[config.mk]
export PLATFORM = sky130hd
export DESIGN_NAME = fpu_issue_ctrl
export DESIGN_NICKNAME = d
export VERILOG_FILES = /design/src/rtl/fpu_issue_ctrl.sv
export SDC_FILE = /design/constraint.sdc
export NUM_CORES = 1
export LEC_CHECK = 0
export ABC_AREA = 0
export CORE_AREA = 2 2 196 198
export CTS_CLUSTER_SIZE = 30
export DETAILED_ROUTE_END_ITERATION = 10
export DIE_AREA = 0 0 198 200
export PLACE_DENSITY = 0.56
export SYNTH_ARGS = -nofsm -noshare
export SYNTH_HDL_FRONTEND = slang
export SYNTH_SLANG_ARGS = --single-unit
[constraint.sdc]
create_clock -name clk -period 1.8 [get_ports clk]
set_clock_uncertainty 0.05 [all_clocks]
set_input_delay 0.18 -clock clk [delete_from_list [all_inputs] [get_ports clk]]
set_output_delay 0.18 -clock clk [all_outputs]
set_load 0.005 [all_outputs]
[src/rtl/fpu_issue_ctrl.sv]
// rtl/fpu_issue_ctrl.sv - request/response front-end that issues one operation at a time to the dual-precision FPU
//
// Accepts a tagged request, drives registered opcode/operands/precision into
// the FPU, masks fpu_ready for SETTLE cycles after issue, then captures the
// result and flags (or a timeout) into a response register held until taken.
//
// Optional: define FPU_ISSUE_STATS_EN to add saturating stat_ops/stat_ovf/
// stat_unf/stat_tmo counters, bumped on each response handshake.
//
// Ports:
//   clk, rst_n                    clock, asynchronous active-low reset
//   req_valid/req_ready           request handshake
//   req_sp_dp, req_op, req_a,
//   req_b, req_tag                request payload
//   fpu_sp_dp, fpu_opcode,
//   fpu_a_sp/b_sp, fpu_a_dp/b_dp  registered FPU inputs (last issued op)
//   fpu_result_sp/dp, fpu_overflow,
//   fpu_underflow, fpu_ready      FPU outputs
//   rsp_valid/rsp_ready           response handshake
//   rsp_result, rsp_overflow,
//   rsp_underflow, rsp_timeout,
//   rsp_tag                       response payload
//   stat_*                        (FPU_ISSUE_STATS_EN only) 16-bit counters

module fpu_issue_ctrl #(
    parameter int TAG_W   = 4,
    parameter int SETTLE  = 2,
    parameter int TIMEOUT = 64
) (
    input  logic             clk,
    input  logic             rst_n,
    input  logic             req_valid,
    output logic             req_ready,
    input  logic             req_sp_dp,
    input  logic [1:0]       req_op,
    input  logic [63:0]      req_a,
    input  logic [63:0]      req_b,
    input  logic [TAG_W-1:0] req_tag,
    output logic             fpu_sp_dp,
    output logic [1:0]       fpu_opcode,
    output logic [31:0]      fpu_a_sp,
    output logic [31:0]      fpu_b_sp,
    output logic [63:0]      fpu_a_dp,
    output logic [63:0]      fpu_b_dp,
    input  logic [31:0]      fpu_result_sp,
    input  logic [63:0]      fpu_result_dp,
    input  logic             fpu_overflow,
    input  logic             fpu_underflow,
    input  logic             fpu_ready,
    output logic             rsp_valid,
    input  logic             rsp_ready,
    output logic [63:0]      rsp_result,
    output logic             rsp_overflow,
    output logic             rsp_underflow,
    output logic             rsp_timeout,
    output logic [TAG_W-1:0] rsp_tag
`ifdef FPU_ISSUE_STATS_EN
    ,
    output logic [15:0]      stat_ops,
    output logic [15:0]      stat_ovf,
    output logic [15:0]      stat_unf,
    output logic [15:0]      stat_tmo
`endif
);

    typedef enum logic [1:0] {
        S_IDLE,
        S_SETTLE,
        S_WAIT,
        S_RESP
    } state_t;

    localparam logic [9:0] SETTLE_LAST  = 10'(SETTLE - 1);
    localparam logic [9:0] TIMEOUT_LAST = 10'(TIMEOUT - 1);

    state_t           state;
    state_t           state_nx;
    logic [9:0]       cnt;
    logic             rdy_en;      // keeps req_ready low until the first edge after reset
    logic [63:0]      a_q;
    logic [63:0]      b_q;
    logic [TAG_W-1:0] tag_q;

    logic accept;
    logic rsp_hs;
    logic ready_hit;
    logic timeout_hit;

    assign req_ready = rdy_en && (state == S_IDLE);
    assign rsp_valid = (state == S_RESP);
    assign accept    = req_valid && req_ready;
    assign rsp_hs    = rsp_valid && rsp_ready;

    // fpu_ready takes priority over an expiring timeout in the same cycle
    assign ready_hit   = (state == S_WAIT) && fpu_ready;
    assign timeout_hit = (state == S_WAIT) && !fpu_ready && (cnt >= TIMEOUT_LAST);

    assign fpu_a_sp = a_q[31:0];
    assign fpu_b_sp = b_q[31:0];
    assign fpu_a_dp = a_q;
    assign fpu_b_dp = b_q;
    assign rsp_tag  = tag_q;

    always_comb begin
        state_nx = state;
        case (state)
            S_IDLE:   if (accept) state_nx = S_SETTLE;
            S_SETTLE: if (cnt >= SETTLE_LAST) state_nx = S_WAIT;
            S_WAIT:   if (ready_hit || timeout_hit) state_nx = S_RESP;
            S_RESP:   if (rsp_hs) state_nx = S_IDLE;
            default:  state_nx = S_IDLE;
        endcase
    end

    always_ff @(posedge clk or negedge rst_n) begin
        if (!rst_n) begin
            state  <= S_IDLE;
            rdy_en <= 1'b0;
        end else begin
            state  <= state_nx;
            rdy_en <= 1'b1;
        end
    end

    always_ff @(posedge clk or negedge rst_n) begin
        if (!rst_n) begin
            cnt <= '0;
        end else if (accept) begin
            cnt <= '0;
        end else if ((state == S_SETTLE || state == S_WAIT) && cnt != 10'h3FF) begin
            cnt <= cnt + 10'd1;
        end
    end

    // Issue registers: only a new acceptance changes what the FPU sees
    always_ff @(posedge clk or negedge rst_n) begin
        if (!rst_n) begin
            fpu_sp_dp  <= 1'b0;
            fpu_opcode <= 2'b00;
            a_q        <= '0;
            b_q        <= '0;
            tag_q      <= '0;
        end else if (accept) begin
            fpu_sp_dp  <= req_sp_dp;
            fpu_opcode <= req_op;
            a_q        <= req_a;
            b_q        <= req_b;
            tag_q      <= req_tag;
        end
    end

    always_ff @(posedge clk or negedge rst_n) begin
        if (!rst_n) begin
            rsp_result    <= '0;
            rsp_overflow  <= 1'b0;
            rsp_underflow <= 1'b0;
            rsp_timeout   <= 1'b0;
        end else if (ready_hit) begin
            rsp_result    <= fpu_sp_dp ? fpu_result_dp : {32'b0, fpu_result_sp};
            rsp_overflow  <= fpu_overflow;
            rsp_underflow <= fpu_underflow;
            rsp_timeout   <= 1'b0;
        end else if (timeout_hit) begin
            rsp_result    <= '0;
            rsp_overflow  <= 1'b0;
            rsp_underflow <= 1'b0;
            rsp_timeout   <= 1'b1;
        end
    end

`ifdef FPU_ISSUE_STATS_EN
    always_ff @(posedge clk or negedge rst_n) begin
        if (!rst_n) begin
            stat_ops <= '0;
            stat_ovf <= '0;
            stat_unf <= '0;
            stat_tmo <= '0;
        end else if (rsp_hs) begin
            if (stat_ops != 16'hFFFF)                  stat_ops <= stat_ops + 16'd1;
            if (rsp_overflow  && stat_ovf != 16'hFFFF) stat_ovf <= stat_ovf + 16'd1;
            if (rsp_underflow && stat_unf != 16'hFFFF) stat_unf <= stat_unf + 16'd1;
            if (rsp_timeout   && stat_tmo != 16'hFFFF) stat_tmo <= stat_tmo + 16'd1;
        end
    end
`endif

endmodule

# == Word level (Yosys, flattened, before mapping) ==
# Index checks and enable logic that the tools add are counted.
# op_classes
n_addsub,1
magnitude_cmp,2
n_eq_ne,8
n_mux,15
n_reduce_logical,14
# op_table
op,n
64-bit 2-to-1 mux,3
10-bit 2-to-1 mux,2
"10-bit by 1-bit adder with 10-bit output, second input constant",1
"10-bit by 1-bit >= comparator with 1-bit output, second input constant",1
"10-bit by 6-bit >= comparator with 1-bit output, second input constant",1
"10-bit != test, second input constant",1
2-bit 2-to-1 mux,4
2-bit one-hot mux with 4 select lines,1
1-bit logical AND,7
"2-bit != test, second input constant",3
1-bit 2-to-1 mux,5
"2-bit == test, second input constant",2
4-bit AND reduction,1
2-bit nonzero test,2
"2-bit by 1-bit == test with 1-bit output, second input constant",1
2-bit zero test,1
1-bit logical OR,2
"2-bit by 1-bit != test with 1-bit output, second input constant",1
1-bit zero test,1
# totals
regBits,215
inputBits,238
output_inout_bits,268

# == Longest topological paths before layout ==
# Gate-level depths: netlist of run 1.
# logic_depth
depth_word,6
mapped_depth,8
mapped_depth_nobuf,6

# == Least setup slack after synthesis of run 1 ==
# Ideal clock, no wire load.
# synth_timing
path_type,register to register
start,reg state[0]
end,reg cnt[9]
setup_time_ns,0.132
t_arrival_ns,1.530
t_required_ns,1.618
slack_ns,0.088
stages_incl_launch_ff,8
n_path_buf,1
synth_period_minus_slack_ns,1.712
cell_sequence,dfrtp_1 inv_1 ha_1 buf_2 nand3_1 a2111oi_2 xnor2_1 nor2_1
# synth_via
elab_chain_len,4
word_cells_on_any_way,9
classes_between,2 x eq/ne; 1 x mux; 6 x reduce/logical
# synth_lines
item,line,source
start: declaration,76,state_t state;
start signal: assignment,120,state <= state_nx;
"2-bit by 1-bit == test with 1-bit output, or another cell as far along",130,end else if ((state == S_SETTLE || state == S_WAIT) && cnt != 10'h3FF) begin
1-bit logical OR or 1-bit logical AND (tied branches),"130, 89",
"1-bit logical AND, on equally long branches","130, 91",
2-bit nonzero test (no line) or 10-bit 2-to-1 mux (tied branches),n/a,
end signal: assignment,131,cnt <= cnt + 10'd1;
end: declaration,78,logic [9:0] cnt;
# Parallel ways exist; a longest one is shown, timed or not.
# A chain may end at the register's enable or synchronous reset.

# == Final worst setup path of run 1 ==
# layout_timing
start,"reg b_q[7], in the netlist fpu_b_dp[7]"
end,out fpu_b_dp[7]
# layout_rtl
item,line,source
start: declaration,81,logic [63:0] b_q;
start signal: assignment,147,b_q <= req_b;
end: declaration,44,"output logic [63:0] fpu_b_dp,"
# No word-level cell between the ends.

==> qor.yml, run 1 <==
outcome: "completed"
fin_crit_sh_pct: 96.2
yosys_warnings: 0
p_clk_share_pct: 23.0
critical_path_class: "register to primary output"
drt_iter0_drc: 248
cts_tree: "yes"
antenna_left: 0
rsz0062_at_grt: "true"
grt_max_degree: 53
ys_types: 44
synthCells: 923
hold_class: "input port to async pin"
crit_required_ns: 1.57
ir_drop_uv: 637
fmax_mhz: 578
power.total_mw: 24.7
path_cells: "clkdlybuf4s50_1"
post-place-cells: 1860
arrival_ns: 1.50
antenna_found_initial: 0
layout.nets: 1624
fill_cells: 3656
maxSlewViolCount: 0
start_kind: "register"
fp.coreArea_um2: 37400
layout-drive-gt1-share_pct: 7.43
pwr_density_cell_nw_per_um2: 1590
drt_wl_total_um: 31200
die_area_um2: 39600
syn-num-nets: 1168
cts_made_buffers: 26
use_met2_pct: 26.0
layout_min_cycle_time_ns: 1.73
wire_per_inst_um: 16.3
dp_hpwl_um: 23500
synth_enable_flop_cells: 0
cpMaxStageDelayCell: "clkdlybuf4s50_1"
worst-path-max-fanout: 3
placed_area_um2: 14500
internal-power_mw: 17.0
start_util_pct: 24.3
cpLargestDelayFamily: "buffers and inverters"
clock_latency_ns: 0.54
yosysTopAreaCell: "dfrtp_1"
grt_pass1_wl_um: 46700
async_flop_share_pct: 100
pin_count: 506
p_leak_nw: 7.12
r2r_slack_ns: 0.09
synth_ff_type: "dfrtp_1"
switchingPower_mw: 7.70
htreeDepth: 1
viasPerCell: 4.17
port_buffers: 505
die_w_um: 198
grt_overflow: 0
rows: 71
ff_latch_area_um2: 5380
grtUsageMet1_pct: 18.1
syn_area_um2: 9100
grtUsageTotal_pct: 15.0
busiest_layer: "met2"
design_area_um2: 15500
slowest_delay_ns: 0.53
p_seq_share_pct: 34.0
maxCapViolCount: 0
multiInputGateArea_um2: 3040
die_y_um: 200
clock_sinks: 215
end_kind: "primary output"
worst-path-buf-inv: 1
clk_pin_slew_ns: 0.06
setup_viol: 0
vias: 7967
synth.avg_cell_area_um2: 9.86
cts_root_buf: "clkbuf_16"
ys_seq_elements: 215
grt_use_met3_pct: 4.49
switching_share_pct: 31.2
grt_pass1_vias: 7950
p_comb_share_pct: 43.0
globalplace.congestion: 0.794
yosys-top-cells-area: "dfrtp_1, nand2_1, buf_4"
layoutNonFillerInstCount: 1910
ys_seq_area_share_pct: 59.1
insertedDiodeCount: 0
drc: 0
yosysTopAreaCellShare_pct: 59.1
hold_viol: 0
dr.pass1.iters: 4
synthToLayoutAreaGrowth_pct: 70.6
max-clock-path-buffers: 3
-- cell type report --
| class | count | share of cell area, % |
|---|---|---|
| clock buffers | 34 | 4.83 |
| well taps | 511 | 4.12 |
| inverters | 8 | 0.193 |
| multi-input cells | 586 | 19.6 |
| repair buffers | 542 | 35.4 |
| clock inverters | 14 | 1.26 |
| flip-flops and latches | 215 | 34.6 |
-- path summary, 6_finish.rpt --
path	cells after the start	end	start
max in group asynchronous	3	fpu_b_dp[20]$_DFFE_PN0P_	rst_n
setup reg to reg	6	rsp_result[47]$_DFFE_PN0P_	cnt[0]$_DFFE_PN0P_
setup / recovery	1	fpu_b_dp[7]	fpu_b_dp[7]$_DFFE_PN0P_
hold reg to reg	2	fpu_b_dp[35]$_DFFE_PN0P_	fpu_b_dp[35]$_DFFE_PN0P_
hold / removal	2	fpu_b_dp[9]$_DFFE_PN0P_	rst_n
min in group clk	3	fpu_sp_dp$_DFFE_PN0P_	req_sp_dp
-- synth_stat cells (all sizes together), types with 4 or more instances --
library cell / instances
dfrtp: 215
mux2i: 32
clkbuf: 29
a22o: 32
o2bb2ai: 18
xnor2: 4
nor3: 17
inv: 8
nand2: 412
buf: 85
a21o: 14
ha: 7
nor2: 9
nand3: 7
-- power by group through the flow --
stage,combinational [mW],clock (mW),sequential [mW]
6_report,10.6,5.68,8.38
5_1_grt,11.6,6.10,8.68
4_1_cts,10.8,5.87,8.42
3_5_place_dp,10.6,0,8.49
3_3_place_gp,10.5,0,8.44
2_1_floorplan,4.24,0,8.34
-- what timing repair did --
item / in CTS / in global routing
resized for setup: 10 / 7
gates cloned: 0 / 0
hold buffers: 1 / 0
endpoints found under the hold margin: 215 / 0
buffers inserted: 1 / 0
endpoints found under the setup margin: 3 / 5
pin swaps: 1 / 1
-- state kept, by name, summed over array words and instances, names as in the netlist, 2 cells and up --
name	count
cnt	10
fpu_opcode	2
fpu_a_dp	64
rsp_result	64
fpu_b_dp	64
rsp_tag	4
state	2
-- layer usage --
metal,up-vias,part of all wire [%],routed length (um)
li1,3838,-,-
met1,3773,40,12400
met2,301,50,15500
met3,55,8.0,2500
met4,0,2.6,797
met5,-,0,0
-- placed cells by master, fill, tap and decap left out, types with 5 or more instances in the layout --
| master | instances |
|---|---|
| buf_12 | 13 |
| ha_1 | 5 |
| buf_4 | 23 |
| mux2i_1 | 32 |
| nor3_1 | 17 |
| clkbuf_16 | 26 |
| nand3_1 | 5 |
| clkdlybuf4s50_1 | 502 |
| dfrtp_1 | 214 |
| nor2_1 | 9 |
| clkbuf_8 | 7 |
| a21o_1 | 14 |
| o2bb2ai_1 | 18 |
| nand2_1 | 410 |
| a22o_1 | 32 |
-- kinds of logic (layout without fill, tap and decap cells) --
| group | after synthesis | after routing | synth area share, % |
|---|---|---|---|
| AO/OA/AOI/OAI | 82 | 82 | 7.67 |
| XOR/XNOR | 6 | 6 | 0.577 |
| adder cells (fa/ha/maj) | 7 | 7 | 0.962 |
| buffers and inverters | 122 | 598 | 8.16 |
| flip-flops | 215 | 215 | 59.1 |
| multiplexers | 33 | 33 | 3.64 |
| other | 1 | 1 | 0.0412 |
| AND/OR/NAND/NOR | 457 | 457 | 19.9 |
-- through the flow --
step	utilization [%]	hold slack (ns)	worst slack, ns	setup TNS (ns)
after floorplan	-	-0.166	0.0882	0
after global placement	38.9	0.0899	0.0747	0
after detailed placement	38.9	0.0825	0.0457	0
after CTS	41.5	0.0701	0.00413	0
after global routing	41.5	0.0867	-0.0358	-0.0899
final	41.5	0.0938	0.0693	0
(Power assumes the default switching activity.)
==> run 2, diff against run 1 <==
Settings changed: ABC_CLOCK_PERIOD_IN_PS set to 1800.
==> results of run 2 <==
No change in the layout: final DEF, timing and power equal those of run 1.
==> run 3, diff against run 2 <==
Settings changed: SLEW_MARGIN set to 0.
==> results of run 3 <==
No change in the layout: final DEF, timing and power equal those of run 1.
